[config.mk]
export PLATFORM = sky130hd
export DESIGN_NAME = alu_arbiter
export DESIGN_NICKNAME = d
export VERILOG_FILES = /design/src/rtl/alu_arbiter.sv
export SDC_FILE = /design/constraint.sdc
export NUM_CORES = 1
export LEC_CHECK = 0
export CAP_MARGIN = 5
export CORE_MARGIN = 3
export CORE_UTILIZATION = 40
export DETAILED_ROUTE_END_ITERATION = 8
export HOLD_SLACK_MARGIN = 0.03
export MAX_ROUTING_LAYER = met4
export PLACE_DENSITY = 0.8
export SLEW_MARGIN = 10
export SYNTH_ARGS = -nofsm -noshare
export SYNTH_HDL_FRONTEND = slang
export SYNTH_SLANG_ARGS = --single-unit
[constraint.sdc]
create_clock -name clk1 -period 2.1 [get_ports clk1]
set_clock_uncertainty 0.05 [all_clocks]
set_input_delay 0.315 -clock clk1 [delete_from_list [all_inputs] [get_ports clk1]]
set_output_delay 0.315 -clock clk1 [all_outputs]
set_load 0.05 [all_outputs]
[src/rtl/alu_arbiter.sv]
// Two-requester arbiter in front of a shared 8-bit ALU.
// Each grant walks IDLE -> GRANT -> EXEC -> RESP. The granted operands are
// latched at grant time and are then presented to the ALU. The ALU result is
// captured when EXEC ends, and the winner gets a one-cycle done pulse.
module alu_arbiter #(
  parameter int unsigned EXEC_CYCLES = 2
) (
  input  logic       clk1,
  input  logic       rst_n,
  input  logic       req0,
  input  logic       req1,
  input  logic [3:0] addr1_0,
  input  logic [3:0] addr2_0,
  input  logic [3:0] rd_0,
  input  logic [3:0] addr1_1,
  input  logic [3:0] addr2_1,
  input  logic [3:0] rd_1,
  input  logic [2:0] func_0,
  input  logic [2:0] func_1,
  input  logic [7:0] memaddr_0,
  input  logic [7:0] memaddr_1,
  output logic [3:0] alu_addr1,
  output logic [3:0] alu_addr2,
  output logic [3:0] alu_rd,
  output logic [2:0] alu_func,
  output logic [7:0] alu_memaddr,
  output logic       alu_write,
  input  logic [7:0] alu_zout,
  input  logic       alu_cb,
  output logic       done0,
  output logic       done1,
  output logic [7:0] result,
  output logic       result_cb,
  output logic       busy
);

  localparam logic [1:0] ST_IDLE  = 2'd0;
  localparam logic [1:0] ST_GRANT = 2'd1;
  localparam logic [1:0] ST_EXEC  = 2'd2;
  localparam logic [1:0] ST_RESP  = 2'd3;

  // Counter value on the final EXEC cycle.
  localparam logic [3:0] LP_CNT_LAST = 4'(EXEC_CYCLES - 1);

  logic [1:0] r_state;
  logic [3:0] r_cnt;
  logic       r_grant;
  logic       r_last_grant;
  logic [3:0] r_addr1;
  logic [3:0] r_addr2;
  logic [3:0] r_rd;
  logic [2:0] r_func;
  logic [7:0] r_memaddr;
  logic [7:0] r_result;
  logic       r_result_cb;
  logic       w_pick;
  logic       w_start;

  // Winner if a grant happens now. On a tie, the requester not served last wins.
  always_comb begin
    w_pick = 1'b0;
    if (req0 && req1) begin
      w_pick = ~r_last_grant;
    end else if (req1) begin
      w_pick = 1'b1;
    end
  end

  assign w_start = (r_state == ST_IDLE) && (req0 || req1);

  // State sequencing and EXEC cycle counting.
  always_ff @(posedge clk1 or negedge rst_n) begin
    if (!rst_n) begin
      r_state <= ST_IDLE;
      r_cnt   <= '0;
    end else begin
      case (r_state)
        ST_IDLE: begin
          if (w_start) r_state <= ST_GRANT;
        end
        ST_GRANT: begin
          r_state <= ST_EXEC;
          r_cnt   <= '0;
        end
        ST_EXEC: begin
          if (r_cnt == LP_CNT_LAST) r_state <= ST_RESP;
          else                      r_cnt   <= r_cnt + 4'd1;
        end
        ST_RESP: begin
          r_state <= ST_IDLE;
        end
        default: r_state <= ST_IDLE;
      endcase
    end
  end

  // Record the grant, and move it into the round-robin history once the operation retires.
  always_ff @(posedge clk1 or negedge rst_n) begin
    if (!rst_n) begin
      r_grant      <= 1'b0;
      r_last_grant <= 1'b1;
    end else begin
      if (w_start) r_grant <= w_pick;
      if (r_state == ST_RESP) r_last_grant <= r_grant;
    end
  end

  // Latch the winner's operands at grant time so later input changes cannot disturb the operation.
  always_ff @(posedge clk1 or negedge rst_n) begin
    if (!rst_n) begin
      r_addr1   <= '0;
      r_addr2   <= '0;
      r_rd      <= '0;
      r_func    <= '0;
      r_memaddr <= '0;
    end else if (w_start) begin
      r_addr1   <= w_pick ? addr1_1   : addr1_0;
      r_addr2   <= w_pick ? addr2_1   : addr2_0;
      r_rd      <= w_pick ? rd_1      : rd_0;
      r_func    <= w_pick ? func_1    : func_0;
      r_memaddr <= w_pick ? memaddr_1 : memaddr_0;
    end
  end

  // Capture the ALU result on the last EXEC cycle, and hold it until the next capture.
  always_ff @(posedge clk1 or negedge rst_n) begin
    if (!rst_n) begin
      r_result    <= '0;
      r_result_cb <= 1'b0;
    end else if ((r_state == ST_EXEC) && (r_cnt == LP_CNT_LAST)) begin
      r_result    <= alu_zout;
      r_result_cb <= alu_cb;
    end
  end

  assign alu_addr1   = r_addr1;
  assign alu_addr2   = r_addr2;
  assign alu_rd      = r_rd;
  assign alu_func    = r_func;
  assign alu_memaddr = r_memaddr;
  assign alu_write   = (r_state == ST_EXEC);
  assign busy        = (r_state != ST_IDLE);
  assign done0       = (r_state == ST_RESP) && !r_grant;
  assign done1       = (r_state == ST_RESP) &&  r_grant;
  assign result      = r_result;
  assign result_cb   = r_result_cb;

endmodule
# Word level (Yosys, flattened, before mapping)
# Index checks and enable logic that the tools add are counted.
# W data, S select, Z words.
dict set report totals {
  reg_bits 40
  input_bits 59
  out_inout_bits 36
  elab_cells 44
}
dict set report classes {
  n_addsub 1
  n_eq_ne 7
  muxes 12
  n_bitwise 1
  reduce_logical 12
}
# cell count
set ops {}
lappend ops {{$mux W4} 4}
lappend ops {{$mux W8} 1}
lappend ops {{$pmux W2 S4} 1}
lappend ops {{$pmux W4 S2} 1}
lappend ops {{$logic_and A1 B1 Y1} 5}
lappend ops {{$add A4 B1 Y4 const B} 1}
lappend ops {{$eq A2 B2 Y1 const B} 2}
lappend ops {{$eq A4 B1 Y1 const B} 1}
lappend ops {{$mux W2} 2}
lappend ops {{$ne A2 B2 Y1 const B} 2}
lappend ops {{$reduce_and A2 Y1} 2}
lappend ops {{$reduce_bool A2 Y1} 2}
lappend ops {{$mux W3} 1}
lappend ops {{$eq A2 B1 Y1 const B} 1}
lappend ops {{$logic_not A2 Y1} 1}
lappend ops {{$mux W1} 2}
lappend ops {{$ne A2 B1 Y1 const B} 1}
lappend ops {{$logic_not A1 Y1} 1}
lappend ops {{$logic_or A1 B1 Y1} 1}
lappend ops {{$not A1 Y1} 1}

# Depth between registers and ports, before layout
# Gate-level depths: netlist (run 1).
dict set report depth {
  word_depth 4
  depth_mapped 7
  ltp_nobuf 5
}

# Worst setup path before layout (run 1)
# Ideal clock, no wire load.
dict set report synth_path {
  path_type {register to register}
  from {reg r_state[0]}
  to {reg r_result[1] (netlist: result[1])}
  t_arrival_ns 1.910
  required_ns 1.923
  slack_ns 0.013
  path_stages_with_launch 7
  n_path_buf 2
  path_cell_list {dfrtp_1 inv_1 ha_1 buf_2 and4bb_4 buf_6 mux2_1}
}
dict set report synth_via {
  elab_chain_cells 2
}
# item line_no
set synth_rtl {}
lappend synth_rtl {{start, declared} 45} ;# logic [1:0] r_state;
lappend synth_rtl {{start signal, assigned} 74} ;# r_state <= ST_IDLE;
lappend synth_rtl {{start signal, assigned} 79} ;# if (w_start) r_state <= ST_GRANT;
lappend synth_rtl {{start signal, assigned} 82} ;# r_state <= ST_EXEC;
lappend synth_rtl {{$eq A2 B2 Y1} -}
lappend synth_rtl {{via alu_write} 27} ;# output logic alu_write,
lappend synth_rtl {{$logic_and A1 B1 Y1} 130} ;# end else if ((r_state == ST_EXEC) && (r_cnt == LP_CNT_LAST)) begin
lappend synth_rtl {{end signal, assigned} 131} ;# r_result <= alu_zout;
lappend synth_rtl {{end, declared} 54} ;# logic [7:0] r_result;
# The timed path passes the listed nets, and every way through them passes these cells.
# A chain may end at the register's enable or synchronous reset.

# Worst setup path in the final report (run 1)
dict set report layout_path {
  from {reg r_func[2] (netlist: alu_func[2])}
  to {out alu_func[2]}
}
# item line_no
set layout_lines {}
lappend layout_lines {{start, declared} 52} ;# logic [2:0] r_func;
lappend layout_lines {{start signal, assigned} 120} ;# r_func <= w_pick ? func_1 : func_0;
lappend layout_lines {{end, declared} 25} ;# output logic [2:0] alu_func,
# No word-level cell between the ends.

==> results.md, run 1 <==
- Initial antenna violation count: 0
- Site row count: 24
- Netlist cell types: 26
- Cells along the critical path: clkdlybuf4s50_1
- Residual DRC: 0
- Sequential area share after synthesis: about 53%
- Filler cells: 354
- Leak pwr: 0.00138 uW
- Setup crit end kind: output port
- Iteration count of the initial detailed-routing pass: 4
- Final #Nets: 329
- Mapped Cells: 167
- Synth cell count leaders: dfrtp_1, nand2_1, mux2i_1, o21ai_1, o21ai_0
- Crit path kind: reg -> out
- Cts hold-fix bufs: 0
- Storage cell area: about 1000 um2
- Vias after detailed routing: between 1500 and 2000
- Hold Path Class: in -> async
- Max-slew violations: 0
- Req. time, crit path: 1.74 ns
- Vias in the first global route: 1544
- Routed WL per cell: 13.4 um
- Layout area overhead: 59.8%
- Peak supply drop: 0.000851 V
- Die W: approximately 75 um
- HPWL after DPL: 3260 um
- Post-route cell area: 3030 um2
- Async SR Flop Fraction: between 90% and 100%
- PostCTS Resize Cnt: 0
- GRT Util Overall: approximately 16%
- Setup TNS: 0 ns
- Maximum fanout along the worst path: 2
- Crit path depth: 1
- Critical Path AT: about 1.5 ns
- Number of port buffers: 94
- Max Cap Viol: 0
- Largest net degree at the start of global routing: 48
- Tcrit/Tclk final: 87.2%
- CP max stage delay: 0.82 ns
- Layout cells sized above 1: under 10%
- Largest cells by area after synthesis: dfrtp_1, mux2i_1, mux2_1
- Reg-to-reg startpoint: r_cnt[1]
- Synthesized area per cell: 11.3 um2
- Crit path max-delay cell type: clkdlybuf4s50_1
- Die Y: 74.8 um
- Synth area leader: dfrtp_1
- Worst relative slew slack: 63.8%
- Fmax: ~0.55 GHz
- IO Pins: 95
- Maximum clock path buffer count: 2
- CTS root buf: clkbuf_8
- Overall power: 4980 uW
- # clock sinks: 40
- Worst setup path startpoint: alu_func[2]
- Post-DR vias/cell: 4.86
- Die area: 5600 um2
- Area fraction of the dominant cell type after synthesis: just over 50%
- Core Footprint: approximately 4500 um2
- EDFF count, synth: 0
- Post-CTS setup buffer count: 0
- Delay-heaviest family, CP: buffers and inverters
- Mapped Nets: ~230
- Pwr/cell area: roughly 1600 nW/um2
- Critical path launch point type: flop
- Slew @ Worst Pin: 0.541 ns
- Final hold violations: 0
- Area of the multi-input gates: 815 um2
- Antenna diode count: 0
- Initial Util: 42.3%
- CTS tree: done
- Final WL: 4250 um
- Main synth FF type: dfrtp_1
- First-pass GRT wire length: 6550 um
- Unrepaired setup endpoints after global routing: no
- Number of DRC markers in iteration 0: 58
- Synth Register Bits: 40
- Fin util: 67.7%
- WP buf/inv: 1
- H-tree Lvls: 2
- Congestion Overflow GR: 0
- Clock latency at the later pin of the worst-skew pair: 0.28 ns
- Yosys warns: 0
- Placed Area: just under 3000 um2
- Endpoints failing setup: 0
- Routed Antenna Nets: 0
- Most common cell in the netlist: dfrtp_1
- Status: finished clean
- Total CTS buffers: 5
- Reg2reg path depth: 5
- Clock slew at reported path FFs: approximately 0.080 ns
- Synth Cell Area: 1890 um2
- GPL Wtd Cong: between 0.8 and 0.9
- Min Tclk post-route: 1.83 ns
[flip-flops by register name (all words and copies together) (netlist names)]
name / flops
alu_addr1: 4
alu_addr2: 4
alu_func: 3
alu_memaddr: 8
alu_rd: 4
r_cnt: 4
r_grant: 1
r_last_grant: 1
r_state: 2
result: 8
result_cb: 1
[per-layer routing]
metal  GRT usage [%]  vias to the layer above  part of all wire (%)
met4            5.53                        0                   1.7
li1                -                      766                     -
met3            4.01                        6                   7.7
met1            18.6                      703                    44
met5               -                        -                     0
met2            25.7                       60                    46
[final timing paths]
kind | end | slack (ns)
worst max-delay path | alu_func[2] | 0.27
worst min-delay path | alu_addr2[1] | 0.03
worst max register to register | r_state[1] | 0.38
worst min register to register | alu_addr1[2] | 0.43
max in group asynchronous | r_last_grant | 1.60
min in group clk1 | alu_addr1[2] | 0.43
[cells by family after synthesis]
family,after synthesis,synth area share (%)
buf+inv,15,4.69
mux,34,18.7
flops,40,52.9
compound gates,36,10.4
simple gates,35,8.72
fa+ha+maj,7,4.62
[cells in the final DEF (no fill, tap or decap), drive strengths merged, types with 5 or more instances in the layout]
cell type / count
clkdlybuf4s50: 89
dfrtp: 39
o21ai: 31
nand2: 26
mux2i: 23
mux2: 11
buf: 10
ha: 7
clkbuf: 7
inv: 5
[layout make-up]
cell class	count	area share, %
clock inverter	1	0.992
clock buffer	7	3.18
sequential	40	33.1
multi-input combinational	112	26.9
inverter	5	0.620
timing repair buffer	99	33.1
tap	52	2.15
[power by group]
| group | leakage, uW | switching, uW | internal, uW |
|---|---|---|---|
| clock network | 0.0000645 | 258 | 419 |
| logic | 0.000820 | 1860 | 1100 |
| registers | 0.000492 | 203 | 1140 |
| total | 0.00138 | 2320 | 2660 |
[per-stage QoR]
| stage | hold WS (ns) | instances | setup slack [ns] |
|---|---|---|---|
| after CTS | 0.0500 | 316 | 0.255 |
| after floorplan | -0.0306 | 167 | 0.0128 |
| after detailed placement | 0.364 | 308 | 0.352 |
| final | 0.0309 | 316 | 0.270 |
| after global placement | 0.353 | 308 | 0.342 |
| after global routing | 0.0719 | 316 | 0.223 |
No activity file was read; power rests on OpenSTA's default activity.
==> inputs of run 2 (changes only) <==
--- a/constraint.sdc
+++ b/constraint.sdc
@@ -3,3 +3,3 @@
 set_input_delay 0.315 -clock clk1 [delete_from_list [all_inputs] [get_ports clk1]]
 set_output_delay 0.315 -clock clk1 [all_outputs]
-set_load 0.05 [all_outputs]
+set_load 0.02 [all_outputs]
==> results.md, run 2 (synthesis results as in run 1) <==
- Reg2reg end: result[0]
- Crit path kind: reg -> out
- Max-slew violations: 0
- Vias after detailed routing: 1522
- GPL Wtd Cong: 0.790
- Tcrit/Tclk final: 96.1%
- Final setup margin: 0.0811 ns
- Area of the multi-input gates: 815 um2
- Final WL: 4310 um
- Largest net degree at the start of global routing: 48
- Iteration count of the initial detailed-routing pass: 4
- Maximum fanout along the worst path: 4
- Reg-to-reg startpoint: r_state[0]
- Slew @ Worst Pin: ~0.5 ns
- Routed WL per cell: 13.7 um
- Endpoints failing setup: 0
- Pwr/cell area: 1340 nW/um2
- Maximum clock path buffer count: 2
- Filler cells: 373
- Site row count: 24
- Setup TNS: 0 ns
- Peak supply drop: approximately 0.00079 V
- Status: finished clean
- Initial Util: 42.3%
- Setup WS pre-CTS: 0.279 ns
- Unrepaired setup endpoints after global routing: no
- Die area: about 5600 um2
- Final hold violations: 0
- R2R Setup Slk: about 0.32 ns
- Congestion Overflow GR: 0
- Number of port buffers: 94
- Reg2reg path depth: 5
- H-tree Lvls: 2
- Storage cell area: 1000 um2
- Routed Antenna Nets: 0
- Fmax: between 0.4 and 0.5 GHz
- Total CTS buffers: 5
- Min Tclk post-route: 2.02 ns
- Most frequent cells in the layout: clkdlybuf4s50_1, dfrtp_1, nand2_1
- Most common cell after layout, fill and taps aside: clkdlybuf4s50_1
- Crit path depth: 3
- CTS root buf: clkbuf_8
- First-pass GRT wire length: 6550 um
- Overall power: 4000 uW
- Leak pwr: roughly 0.0014 uW
- HPWL after DPL: approximately 3400 um
- Worst hold slack: approximately 0.026 ns
- # clock sinks: 40
- GRT busiest layer: met2
- Hold Path Class: in -> async
- Layout cells sized above 1: 8.33%
- CP max stage delay: about 0.62 ns
- Residual DRC: 0
- GRT Util Overall: 16.0%
- Die W: 74.8 um
- Max Cap Viol: 0
- Crit path max-delay cell type: clkdlybuf4s50_1
- Final #Nets: 329
- Global routing usage on met1: 20.1%
- Initial antenna violation count: 0
- Layout area overhead: 57.1%
- Cells along the critical path: ha_1 > nor2b_1 > clkdlybuf4s50_1
- Number of DRC markers in iteration 0: 42
- Die Y: 74.8 um
- Antenna diode count: 0
- Setup crit end kind: output port
- CTS tree: done
- Delay-heaviest family, CP: buffers and inverters
- Req. time, crit path: 1.74 ns
- Clock latency at the later pin of the worst-skew pair: 0.29 ns
- Fin util: 66.5%
- Critical Path AT: approximately 1.7 ns
- IO Pins: 95
- Cts hold-fix bufs: 0
- Critical path launch point type: flop
- GR Util met2: about a quarter
- Post-DR vias/cell: between 4 and 5
- Worst relative slew slack: 66.6%
- WP buf/inv: 1
- Core Footprint: 4470 um2
- Clock slew at reported path FFs: 0.08 ns
- Post-CTS setup buffer count: 0
- Vias in the first global route: 1424
- Met3 usage: 5.21%
-- run 2: cell count changes in the layout (fill, tap and decap cells not counted), moves of 2 or more --
cell             change
buf_12               -2
buf_4                -2
clkbuf_8             -2
clkdlybuf4s50_1      +2
clkinv_2             +2
-- run 2: routing by layer --
layer / part of all wire [%] / vias to the layer above / routed length (um)
met2: 47 / 60 / 2030
met1: 43 / 689 / 1860
met5: 0 / - / 0
li1: - / 767 / -
met4: 1.1 / 0 / 46
met3: 8.7 / 6 / 377
-- run 2: per-stage QoR --
| stage | std cells | area (um2) |
|---|---|---|
| floorplan | 167 | 1890 |
| global placement | 308 | 2890 |
| detailed placement | 308 | 2890 |
| CTS | 316 | 2970 |
| global route | 316 | 2980 |
| finish | 316 | 2980 |
-- run 2: final cells by class --
type	count	share of cell area (%)
clock buffer	5	2.31
timing repair buffer	99	33.2
multi-input combinational	112	27.4
tap	52	2.19
inverter	5	0.631
clock inverter	3	0.631
sequential	40	33.7
-- run 2: what timing repair did --
action | CTS | global route
hold endpoints to repair | 0 | 0
gates resized for setup | 1 | 1
endpoints found under the setup margin | 1 | 1
-- run 2: worst max path at each step --
stage,startpoint,to
after floorplan,r_state[0],result[1]
after global placement,r_state[0],busy
after detailed placement,req1,alu_addr2[3]
after CTS,r_state[0],alu_write
after global routing,r_state[0],done0
final,r_state[0],done0
-- run 2: power by group --
| group | leakage, uW | switching [uW] | internal [uW] |
|---|---|---|---|
| sequential | 0.000492 | 198 | 1140 |
| combinational | 0.000819 | 1080 | 1080 |
| clock | 0.0000479 | 269 | 231 |
==> inputs of run 3 (changes only) <==
Settings changed: SKIP_LAST_GASP from default to 1.
==> results of run 3 <==
No change in the layout: final DEF, timing and power equal those of run 2.
